`src/rtl/demux4_buf_if.sv`:
```
// Producer/consumer bundle for demux4_buf: one tagged input stream and four
// independently handshaked output channels.
interface demux4_buf_if #(
  parameter int WIDTH = 32
);
  logic             in_valid;
  logic             in_ready;
  logic [WIDTH-1:0] in_data;
  logic [1:0]       in_sel;
  logic             in_bcast;
  logic [3:0]       out_valid;
  logic [3:0]       out_ready;
  logic [WIDTH-1:0] out_data0;
  logic [WIDTH-1:0] out_data1;
  logic [WIDTH-1:0] out_data2;
  logic [WIDTH-1:0] out_data3;

  modport master (
    output in_valid, in_data, in_sel, in_bcast, out_ready,
    input  in_ready, out_valid, out_data0, out_data1, out_data2, out_data3
  );

  modport slave (
    input  in_valid, in_data, in_sel, in_bcast, out_ready,
    output in_ready, out_valid, out_data0, out_data1, out_data2, out_data3
  );
endinterface

```
`src/rtl/demux4_buf.sv`:
```
// 1-to-4 demultiplexer with a one-entry holding register per channel and an
// atomic broadcast mode; each channel drains over its own valid/ready pair.
module demux4_buf #(
  parameter int WIDTH = 32,
  parameter int CNT_W = 16
) (
  input  logic             clk,
  input  logic             rst_n,
  demux4_buf_if.slave      bus,
  output logic [CNT_W-1:0] acc_cnt
);

  logic [3:0]       free;
  logic [3:0]       load;
  logic             accept;
  logic [3:0]       vld_p1;
  logic [WIDTH-1:0] data_p1 [4];

  // A full channel that drains this cycle can take a new word on the same edge.
  assign free        = ~vld_p1 | bus.out_ready;
  assign bus.in_ready = bus.in_bcast ? (&free) : free[bus.in_sel];
  assign accept      = bus.in_valid && bus.in_ready;

  always_comb begin
    load = 4'b0000;
    if (accept) begin
      if (bus.in_bcast) load = 4'b1111;
      else              load = 4'b0001 << bus.in_sel;
    end
  end

  // Stage p0 -> p1: holding registers; a load overrides a simultaneous drain.
  always_ff @(posedge clk or negedge rst_n) begin
    if (!rst_n) begin
      vld_p1  <= 4'b0000;
      acc_cnt <= '0;
      for (int k = 0; k < 4; k++) data_p1[k] <= '0;
    end else begin
      vld_p1 <= load | (vld_p1 & ~bus.out_ready);
      if (accept) acc_cnt <= acc_cnt + CNT_W'(1);
      for (int k = 0; k < 4; k++) begin
        if (load[k]) data_p1[k] <= bus.in_data;
      end
    end
  end

  assign bus.out_valid = vld_p1;
  assign bus.out_data0 = data_p1[0];
  assign bus.out_data1 = data_p1[1];
  assign bus.out_data2 = data_p1[2];
  assign bus.out_data3 = data_p1[3];

endmodule

```
`src/flat_wrapper.sv`:
```
// flat-port wrapper written by rule: the top's interface ports become plain ports
module demux4_buf_flat 
#(
  parameter int WIDTH = 32,
  parameter int CNT_W = 16
)
  (clk, rst_n, acc_cnt, bus_in_valid, bus_in_data, bus_in_sel, bus_in_bcast, bus_out_ready, bus_in_ready, bus_out_valid, bus_out_data0, bus_out_data1, bus_out_data2, bus_out_data3);
  demux4_buf_if #(.WIDTH(WIDTH)) bus_i ();
  input  logic clk;
  input  logic rst_n;
  output logic [CNT_W-1:0] acc_cnt;
  input wire logic [$bits(bus_i.in_valid)-1:0] bus_in_valid;
  input wire logic [$bits(bus_i.in_data)-1:0] bus_in_data;
  input wire logic [$bits(bus_i.in_sel)-1:0] bus_in_sel;
  input wire logic [$bits(bus_i.in_bcast)-1:0] bus_in_bcast;
  input wire logic [$bits(bus_i.out_ready)-1:0] bus_out_ready;
  output wire logic [$bits(bus_i.in_ready)-1:0] bus_in_ready;
  output wire logic [$bits(bus_i.out_valid)-1:0] bus_out_valid;
  output wire logic [$bits(bus_i.out_data0)-1:0] bus_out_data0;
  output wire logic [$bits(bus_i.out_data1)-1:0] bus_out_data1;
  output wire logic [$bits(bus_i.out_data2)-1:0] bus_out_data2;
  output wire logic [$bits(bus_i.out_data3)-1:0] bus_out_data3;
  assign bus_i.in_valid = bus_in_valid;
  assign bus_i.in_data = bus_in_data;
  assign bus_i.in_sel = bus_in_sel;
  assign bus_i.in_bcast = bus_in_bcast;
  assign bus_i.out_ready = bus_out_ready;
  assign bus_in_ready = bus_i.in_ready;
  assign bus_out_valid = bus_i.out_valid;
  assign bus_out_data0 = bus_i.out_data0;
  assign bus_out_data1 = bus_i.out_data1;
  assign bus_out_data2 = bus_i.out_data2;
  assign bus_out_data3 = bus_i.out_data3;
  demux4_buf #(.WIDTH(WIDTH), .CNT_W(CNT_W)) u_core (.clk(clk), .rst_n(rst_n), .bus(bus_i), .acc_cnt(acc_cnt));
endmodule
```
`config.mk`:
```
export PLATFORM = sky130hd
export DESIGN_NAME = demux4_buf_flat
export DESIGN_NICKNAME = d
export VERILOG_FILES = /design/src/rtl/demux4_buf_if.sv /design/src/rtl/demux4_buf.sv /design/src/flat_wrapper.sv
export SDC_FILE = /design/constraint.sdc
export NUM_CORES = 1
export LEC_CHECK = 0
export CORE_MARGIN = 4
export CORE_UTILIZATION = 40
export DETAILED_ROUTE_END_ITERATION = 12
export PLACE_DENSITY_LB_ADDON = 0.3
export SYNTH_ARGS = -nofsm -noshare
export SYNTH_HDL_FRONTEND = slang
export SYNTH_SLANG_ARGS = --single-unit
export TNS_END_PERCENT = 50
```
`constraint.sdc`:
```
create_clock -name clk -period 3.05 [get_ports clk]
set_input_delay 0.305 -clock clk [delete_from_list [all_inputs] [get_ports clk]]
set_output_delay 0.305 -clock clk [all_outputs]
set_load 0.05 [all_outputs]
```
==> impl_metrics.ini <==
[timing]
setup_viol = 0
maxSlewHeadroom = 0.6145
fmax_ghz = 0.3846
finalClockSkew_ps = 4.298
fin_setup_tns_ps = 0
period_needed_ps = 2600
finalHoldViolations = 0
worstMarginPinSlew_ps = 578.2
rsz0062_at_grt = no
min_period_over_period = 0.8525
slew_violations = 0
timing.final.ws_setup_ps = 449.7

[hold_path]
min_path_type = primary input to asynchronous set/reset pin

[critical_path]
crit_type = primary input to output port
cp-start-kind = primary input
r2r-start = u_core.bus.out_valid[3]
slowest_stage = clkdlybuf4s50_1
cp_slowest_stage_delay_ps = 830
required_ps = 2740
cpMostUsedCell = clkdlybuf4s50_1
crit_fanout = 6
crit_arrival_ps = 2300
rr_worst_depth = 6
reg2reg_slack_ps = 1030
reg2reg_to = u_core.bus.out_data3[16]
path_cells = clkdlybuf4s50_1 -> o21ba_2 -> o221ai_2 -> nor3_1 -> clkdlybuf4s50_1
end_kind = output port

[drt]
wl_mm = 14.40
vias = 3850
avgViaCountPerCell = 4.987
drc_errors = 0
drtIter0Drc = 149
drtAntennaViolNets = 0
dr.pass1.iters = 4
wl_per_cell_um = 18.66

[global_route]
gr-usage-all-layers = 0.1773
grt_pass1_wl_mm = 23.15
grt_max_degree = 66
first_global_vias = 4304
antenna_found_initial = 0
grt.overflow.total = 0

[placement]
gp_congestion = 0.8590
dpl.hpwl_mm = 10.16
port_buffers = 190
place_ws_ps = 462.2

[clock_tree]
clk-insertion-delay-late_ps = 410
clockBufferDepth = 2
cts.htree.levels = 4
clock-sinks = 148
root_buffer = clkbuf_16
cts_buffers = 17
path_clk_slew_ps = 60
tritoncts = done
post_cts_resized = 0

[finish]
antenna_cells = 0
nNetsFinal = 618
drive_above_1_share = 0.1786
final_cell_mix = 189 x clkdlybuf4s50_1, 148 x dfrtp_1, 71 x mux2_1, 29 x mux2_2, 29 x mux2_4
syn_to_final_growth_pct = 46.93
final_common_cell = clkdlybuf4s50_1

[power_and_ir_drop]
p_per_area_nw_per_um2 = 1168
leakagePower_nw = 3.701
finalPower_mw = 10.18
vdd.ir_drop.worst_uv = 584.6

[yosys]
avgSynthCellArea_um2 = 15.94
synthDistinctLibCells = 32
yosys.area.top_type_share = 0.6246
syn-num-nets = 415
syn-cell-area_um2 = 5929
yosys.area.top_type = dfrtp_1
ys_seq_area_frac = 0.6246
synth_seq_cells = 148
ys.warnings.count = 0
syn_inst = 372
synthTopCellsByArea = dfrtp_1 62%, mux2_1 13%, mux2_4 7.3%

[floorplan]
coreArea_um2 = 14530
die_h_um = 129.8
die_area_um2 = 16840
num_io_pins = 191
rows = 44
initial_core_util = 0.4080
die_w_um = 129.8

[run]
max-cap-violations = 0

[run_status]
status = finished clean
-- metrics by stage --
stage	cell area, um^2	std cells	hold WS [ps]	utilization
2_1_floorplan	5929	372	9.409	-
3_3_place_gp	8040	739	310.3	0.5532
3_5_place_dp	8040	739	322.5	0.5532
4_1_cts	8712	772	451.4	0.5994
5_1_grt	8712	772	494.6	0.5994
6_report	8712	772	440.1	0.5994
-- worst max-delay path by stage --
stage	from	endpoint	slack [ps]
2_1_floorplan	u_core.bus.out_valid[3]	bus_in_ready	750
3_3_place_gp	bus_in_sel[1]	bus_in_ready	500
3_5_place_dp	bus_in_sel[1]	bus_in_ready	460
4_1_cts	bus_in_sel[1]	bus_in_ready	470
5_1_grt	bus_in_bcast	bus_in_ready	380
6_report	bus_in_sel[1]	bus_in_ready	450
-- repair_timing --
item	CTS	global route
hold endpoints to repair	59	0
setup buffers	0	0
hold buffers	1	0
-- power by group --
part / switching (mW) / internal [mW] / total [mW]
logic: 3.11 / 1.72 / 4.83
registers: 0.422 / 2.62 / 3.04
clock network: 0.761 / 1.54 / 2.30
-- area by class of cell --
class                   count  area, um^2
fillers                  1157        5822
flip-flops and latches    148        3704
multi-input cells         201        2081
repair buffers            201        2013
clock buffers              24       491.7
well taps                 184       230.2
clock inverters             8       170.2
inverters                   6       22.52
-- kinds of logic (layout without fill, tap and decap cells) --
kind of cell / after synthesis / after routing / share of synthesized area
flops: 148 / 148 / 0.6246
mux: 129 / 129 / 0.2633
simple gates: 44 / 44 / 0.04136
buf+inv: 23 / 239 / 0.02574
xor+xnor: 15 / 15 / 0.02216
compound gates: 12 / 12 / 0.02068
fa+ha+maj: 1 / 1 / 0.002110
-- synth_stat cells --
cell,instances
nand4bb_1,1
inv_1,6
buf_4,6
and2_1,1
mux2_4,29
and3_1,5
and4_1,1
buf_2,5
a21oi_1,1
ha_1,1
o21ba_2,1
nand4_1,8
dfrtp_1,148
nor3_1,1
a21o_1,4
xnor2_1,14
nor2b_4,1
clkbuf_1,1
o311ai_1,1
nor2_1,6
a21boi_4,2
o221ai_2,1
nor2b_1,1
xor2_1,1
mux2_2,29
o21a_1,1
mux2_1,71
buf_6,5
a21oi_2,1
nand2_1,8
nand3_1,7
nand2b_1,4
-- layer usage --
layer | vias to the layer above | wire [um] | GRT usage
met4 | 0 | 221 | 0.06418
met1 | 1960 | 6028 | 0.2217
met3 | 21 | 1308 | 0.06959
met2 | 149 | 6844 | 0.2812
li1 | 1720 | - | -
met5 | - | 0 | 0
-- sequential cells by signal, summed over array words and instances, names as in the netlist --
register and cells:
u_core.acc_cnt 16, u_core.bus.out_data0 32, u_core.bus.out_data1 32, u_core.bus.out_data2 32, u_core.bus.out_data3 32, u_core.bus.out_valid 4
-- worst max-delay path, delay by kind of cell --
| family | cells | cell delay [ps] |
|---|---|---|
| compound gates | 2 | 350 |
| buf+inv | 2 | 1420 |
| simple gates | 1 | 220 |
(Power assumes the default switching activity.)
